<file path="src/rtl/mem_align_unit.sv">
// Data-memory access unit: byte enables, store lane shifting and load extraction/extension.
// Define MISALIGN_SPLIT_EN to allow misaligned accesses (split into two beats when crossing a word).
module mem_align_unit #(
  parameter int DATA_W = 32,
  parameter int ADDR_W = 32
) (
  input  logic              clk,
  input  logic              rst_n,
  input  logic              req_valid,
  output logic              req_ready,
  input  logic              req_we,
  input  logic [1:0]        req_size,
  input  logic              req_signed,
  input  logic [ADDR_W-1:0] req_addr,
  input  logic [DATA_W-1:0] req_wdata,
  output logic              bus_valid,
  input  logic              bus_ready,
  output logic              bus_we,
  output logic [ADDR_W-1:0] bus_addr,
  output logic [DATA_W/8-1:0] bus_be,
  output logic [DATA_W-1:0] bus_wdata,
  input  logic [DATA_W-1:0] bus_rdata,
  output logic              resp_valid,
  output logic [DATA_W-1:0] resp_rdata,
  output logic              resp_err
);
  // state | meaning
  // IDLE  | waiting for a request, req_ready high
  // BEAT0 | first (or only) bus beat outstanding
  // BEAT1 | second beat of a word-crossing access
  // RESP  | one-cycle response pulse

  localparam int BYTES = DATA_W / 8;
  localparam int OFF_W = $clog2(BYTES);
  localparam int SH_W  = OFF_W + 4;

  typedef enum logic [1:0] {IDLE, BEAT0, BEAT1, RESP} state_t;
  state_t state, state_nxt;

  logic              we_q, signed_q;
  logic [1:0]        size_q;
  logic [ADDR_W-1:0] addr_q;
  logic [DATA_W-1:0] wdata_q, acc_q;
  logic [DATA_W-1:0] resp_rdata_q;
  logic              resp_err_q, resp_valid_q;

  logic [OFF_W-1:0]   off;
  logic [3:0]         n_bytes;
  logic [ADDR_W-1:0]  base_addr;
  logic [BYTES-1:0]   lane_mask;
  logic [2*BYTES-1:0] mask_w;
  logic [SH_W-1:0]    sh0, sh1;
  logic               split, illegal;
  logic [DATA_W-1:0]  raw_load;

  assign off       = addr_q[OFF_W-1:0];
  assign n_bytes   = 4'd1 << size_q;
  assign base_addr = {addr_q[ADDR_W-1:OFF_W], {OFF_W{1'b0}}};
  assign sh0       = SH_W'(off) << 3;
  assign sh1       = (SH_W'(BYTES) - SH_W'(off)) << 3;

  always_comb begin
    lane_mask = '0;
    for (int i = 0; i < BYTES; i++) lane_mask[i] = (i < int'(n_bytes));
    mask_w = {{BYTES{1'b0}}, lane_mask} << off;
  end

`ifdef MISALIGN_SPLIT_EN
  assign split   = (5'(off) + 5'(n_bytes)) > 5'(BYTES);
  assign illegal = (DATA_W < 64) && (req_size == 2'b11);
`else
  logic [3:0] req_low;
  assign req_low = (4'd1 << req_size) - 4'd1;
  assign split   = 1'b0;
  assign illegal = ((DATA_W < 64) && (req_size == 2'b11)) ||
                   ((4'(req_addr[OFF_W-1:0]) & req_low) != 4'd0);
`endif

  // Mask the assembled bytes to n and sign/zero extend; a full-width load passes through.
  function automatic logic [DATA_W-1:0] extend(input logic [DATA_W-1:0] raw,
                                               input logic [3:0] n, input logic sgn);
    logic [DATA_W-1:0] res;
    logic              msb;
    res = raw;
    msb = 1'b0;
    if (int'(n) < BYTES) begin
      msb = sgn & raw[8*int'(n)-1];
      for (int i = 0; i < DATA_W; i++) if (i >= 8*int'(n)) res[i] = msb;
    end
    return res;
  endfunction

  assign raw_load = (state == BEAT1) ? (acc_q | (bus_rdata << sh1)) : (bus_rdata >> sh0);

  always_comb begin
    state_nxt = state;
    case (state)
      IDLE:    if (req_valid) state_nxt = illegal ? RESP : BEAT0;
      BEAT0:   if (bus_ready) state_nxt = split ? BEAT1 : RESP;
      BEAT1:   if (bus_ready) state_nxt = RESP;
      default: state_nxt = IDLE;
    endcase
  end

  always_comb begin
    bus_valid = 1'b0;
    bus_we    = 1'b0;
    bus_addr  = '0;
    bus_be    = '0;
    bus_wdata = '0;
    case (state)
      BEAT0: begin
        bus_valid = 1'b1;
        bus_we    = we_q;
        bus_addr  = base_addr;
        bus_be    = mask_w[BYTES-1:0];
        bus_wdata = wdata_q << sh0;
      end
      BEAT1: begin
        bus_valid = 1'b1;
        bus_we    = we_q;
        bus_addr  = base_addr + ADDR_W'(BYTES);
        bus_be    = mask_w[2*BYTES-1:BYTES];
        bus_wdata = wdata_q >> sh1;
      end
      default: ;
    endcase
  end

  always_ff @(posedge clk or negedge rst_n) begin
    if (!rst_n) state <= IDLE;
    else        state <= state_nxt;
  end

  always_ff @(posedge clk or negedge rst_n) begin
    if (!rst_n) begin
      we_q         <= 1'b0;
      signed_q     <= 1'b0;
      size_q       <= '0;
      addr_q       <= '0;
      wdata_q      <= '0;
      acc_q        <= '0;
      resp_valid_q <= 1'b0;
      resp_err_q   <= 1'b0;
      resp_rdata_q <= '0;
    end else begin
      resp_valid_q <= (state_nxt == RESP);
      if (state == IDLE && req_valid) begin
        we_q     <= req_we;
        signed_q <= req_signed;
        size_q   <= req_size;
        addr_q   <= req_addr;
        wdata_q  <= req_wdata;
        acc_q    <= '0;
        if (illegal) begin
          resp_err_q   <= 1'b1;
          resp_rdata_q <= '0;
        end
      end
      if (state == BEAT0 && bus_ready) acc_q <= raw_load;
      if ((state == BEAT0 && bus_ready && !split) || (state == BEAT1 && bus_ready)) begin
        resp_err_q   <= 1'b0;
        resp_rdata_q <= we_q ? '0 : extend(raw_load, n_bytes, signed_q);
      end
    end
  end

  assign req_ready  = (state == IDLE);
  assign resp_valid = resp_valid_q;
  assign resp_err   = resp_err_q;
  assign resp_rdata = resp_rdata_q;
endmodule

</file>
<file path="config.mk">
export PLATFORM = sky130hd
export DESIGN_NAME = mem_align_unit
export DESIGN_NICKNAME = d
export VERILOG_FILES = /design/src/rtl/mem_align_unit.sv
export SDC_FILE = /design/constraint.sdc
export NUM_CORES = 1
export LEC_CHECK = 0
export BUFFER_PORTS_ARGS = -buffer_cell sky130_fd_sc_hd__buf_2
export CELL_PAD_IN_SITES_DETAIL_PLACEMENT = 1
export CELL_PAD_IN_SITES_GLOBAL_PLACEMENT = 1
export CORE_MARGIN = 4
export CORE_UTILIZATION = 34
export DETAILED_ROUTE_END_ITERATION = 10
export PLACE_DENSITY = 0.71
export SYNTH_ARGS = -nofsm -noshare
export SYNTH_HDL_FRONTEND = slang
export SYNTH_SLANG_ARGS = --single-unit
</file>
<file path="constraint.sdc">
create_clock -name clk -period 6.8 [get_ports clk]
set_input_delay 1.36 -clock clk [delete_from_list [all_inputs] [get_ports clk]]
set_output_delay 1.36 -clock clk [all_outputs]
set_load 0.01 [all_outputs]
</file>
==> impl_results.md <==
- Final antenna-violating net count: 0
- Power Density: 559 nW/um2
- Later-pin clock latency in the skew report: 0.42 ns
- Synth cell types: 74
- P&R area growth vs syn: 20.0%
- Vias in the first global route: 8984
- Dominant register cell in the synthesized netlist: dfrtp_1
- Number of synthesized register bits: 136
- Post-Syn Instances: 975
- Tot GR Track Use: 22.3%
- CTS Root Cell: clkbuf_16
- Post CTS Setup Buffer Count: 0
- # hold bufs at CTS: 0
- Clk sinks: 136
- Internal power: roughly 3.2 mW
- RSZ-0062 raised after global routing: no
- Clock tree buffer depth: 2
- TNS Setup: 0 ns
- Seq/Total Area, Yosys: 37.3%
- Worst Tran Pin Value: 1.10 ns
- Min-Delay Path Class: reg2reg
- Overall die width: 172 um
- Setup violators final: 0
- Total wire length: about 34000 um
- Pleak: 4.97 nW
- Largest net degree at the start of global routing: 81
- Via-to-Cell Ratio: 5.89
- Die height: 172 um
- Critical path launch point type: flip-flop
- Minimum clock period: 5.10 ns
- Period utilisation layout: 75.0%
- Part of the power in the clock network: 16.6%
- Met2 usage: 36.4%
- Worst EP arrival: 3.74 ns
- Core Footprint: between 20000 and 30000 um2
- Vias: 8717
- Worst Skew: 0.00961 ns
- Flop pwr share: a little over a quarter
- Clk pin slew, worst setup/hold paths: roughly 0.07 ns
- Die footprint: 29500 um2
- Leading area contributor after synthesis: dfrtp_1
- Commonest non-fill, non-tap cells in the layout: buf_2 (205), dfrtp_1 (134), nand2_1 (100)
- First-pass GRT wire length: 51500 um
- Resized cells post-CTS: 0
- Post-synth EDFFs: 0
- # fillers: 3060
- Synth area leaders: dfrtp_1 (37%), mux2_2 (11%), mux2i_1 (6.2%), nand2_1 (4.2%), a22oi_1 (3.3%)
- Dpl ws: ~2.2 ns
- Dpl hpwl: 23600 um
- Site Rows: 59
- Worst setup EP type: output pin
- Gate power share: ~57%
- # IOs: 209
- Worst EP required: 5.44 ns
- Initial antenna violation count: 10
- Fmax achieved: 196 MHz
- Hold Fails Final Rpt: 0
- Post-synthesis area per instance: 9.37 um2
- CTS Buf Count: 17
- Crit path max fanout: 34
- Net Sw Frac: a little under half
- Initial DRC count: 630
- Status: completed
- Routability cong.: around 0.85
- Initial Util: 34.8%
- Post-synth top area share: 37.3%
- Relative slew margins: 26.4%
- Top Usage Layer GRT: met2
- Pwr Total: 6.12 mW
- Synthesized cell area: 9130 um2
- Hold Path Stages: 2
- # DRC: 0
- H-tree levels: 4
- Slew Limit Fails: 0
- Critical path class: reg2out
- Met3 Track Usage GR: 5.46%
- Met1 Use GR: 29.2%
- Final #Nets: ~1200
- FF-to-FF path depth: 7
- Layout cells sized above 1: 31.5%
- TritonCTS clock tree: done
- First-pass DRT Iterations: 5
- Most common cell after layout, fill and taps aside: buf_2
- Gr ovfl total: 0
- Switch Pwr: 2.93 mW
- Routed wire per std cell: between 20 and 25 um
- # port buffers: a little over 200
- MaxCap Viol Count: 0
- Synth warnings: 0
- PnR worst setup slack: 1.70 ns
- Fraction of registers with async set or reset after synthesis: 100%
- VDD IR max: ~0.36 mV
## routing by layer
metal | wire (um) | share of wire [%]
met1 | 14900 | 44
met4 | 836 | 2.5
met3 | 1910 | 5.7
met5 | 64 | 0.19
met2 | 15900 | 47
## metrics by stage
| step | util (%) | area, um2 | instances | hold WS (ns) |
|---|---|---|---|---|
| floorplan | - | 9140 | 976 | 0.450 |
| global placement | 39.4 | 10300 | 1447 | 0.470 |
| detailed placement | 39.4 | 10300 | 1447 | 0.475 |
| CTS | 41.8 | 11000 | 1477 | 0.489 |
| global route | 41.8 | 11000 | 1481 | 0.503 |
| finish | 41.8 | 11000 | 1481 | 0.484 |
## logic make-up (layout without fill, tap and decap cells)
family | count (synthesis) | after routing | share of synthesized area, %
AOI/OAI and AO/OA | 331 | 331 | 25.5
xor gates and xnor gates | 2 | 2 | 0.192
adders and majority gates | 9 | 9 | 1.23
buffers and inverters | 95 | 261 | 4.66
DFF | 136 | 136 | 37.3
muxes | 150 | 150 | 18.5
other | 1 | 6 | 0.0411
and+or+nand+nor | 251 | 251 | 12.7
## power groups by stage
stage	clock, mW	combinational [mW]	sequential, mW
6_report	1.02	3.50	1.60
5_1_grt	1.07	3.83	1.66
4_1_cts	1.03	3.52	1.59
3_5_place_dp	0	3.49	1.60
3_3_place_gp	0	3.43	1.58
2_1_floorplan	0	2.52	1.46
## layout make-up
class	instances	area, um2	area share (%)
timing repair buffer	217	1120	10.2
tap	335	419	3.82
sequential	136	3410	31.1
clock inverter	11	174	1.59
multi-input combinational	745	5320	48.6
clock buffer	19	453	4.13
inverter	14	52.6	0.479
antenna	4	10.0	0.0913
## Yosys cell counts (4+ instances only)
library cell  instances
dfrtp_1             136
nand2_1             101
mux2_2               87
nor2_1               73
o21ai_0              59
mux2i_1              57
a21oi_1              47
a22oi_1              40
clkbuf_1             40
o21ai_1              25
a22o_1               22
o211ai_1             22
buf_2                19
nand3_1              15
a32o_1               13
and2_1               12
a2bb2oi_1            11
a31oi_1              10
inv_1                10
buf_1                 9
buf_4                 9
ha_1                  9
a21o_1                8
nand4_1               8
nor2b_1               8
o22a_1                8
a221o_1               7
a32oi_1               7
mux4_2                6
nor3_1                6
a221oi_1              5
and3_1                5
nand2b_1              5
a211oi_1              4
o221ai_1              4
o22ai_1               4
## worst max-delay path: stages, from the launching register on
cell     delay (ns)
dfrtp_4        0.66
inv_2          0.53
ha_1           0.49
nor2_1         0.23
nand2_1        0.24
a21oi_1        0.66
a22oi_1        0.22
nor2_1         0.11
buf_2          0.14
## flip-flops by register name, indices dropped and copies added, names as in the netlist
name and count:
acc_q 32, addr_q 32, resp_err 1, resp_rdata 32, resp_valid 1, signed_q 1, size_q 2, state 2
wdata_q 32, we_q 1
## path summary, 6_finish.rpt
check                               from        endpoint  slack, ns
max                            addr_q[0]   bus_wdata[26]       1.70
min                        resp_rdata[1]   resp_rdata[1]       0.48
max reg2reg                    addr_q[0]  resp_rdata[30]       2.29
min reg2reg                resp_rdata[1]   resp_rdata[1]       0.48
max in group asynchronous          rst_n      addr_q[24]       4.50
min in group asynchronous          rst_n     wdata_q[17]       0.98
(Power assumes the default switching activity.)
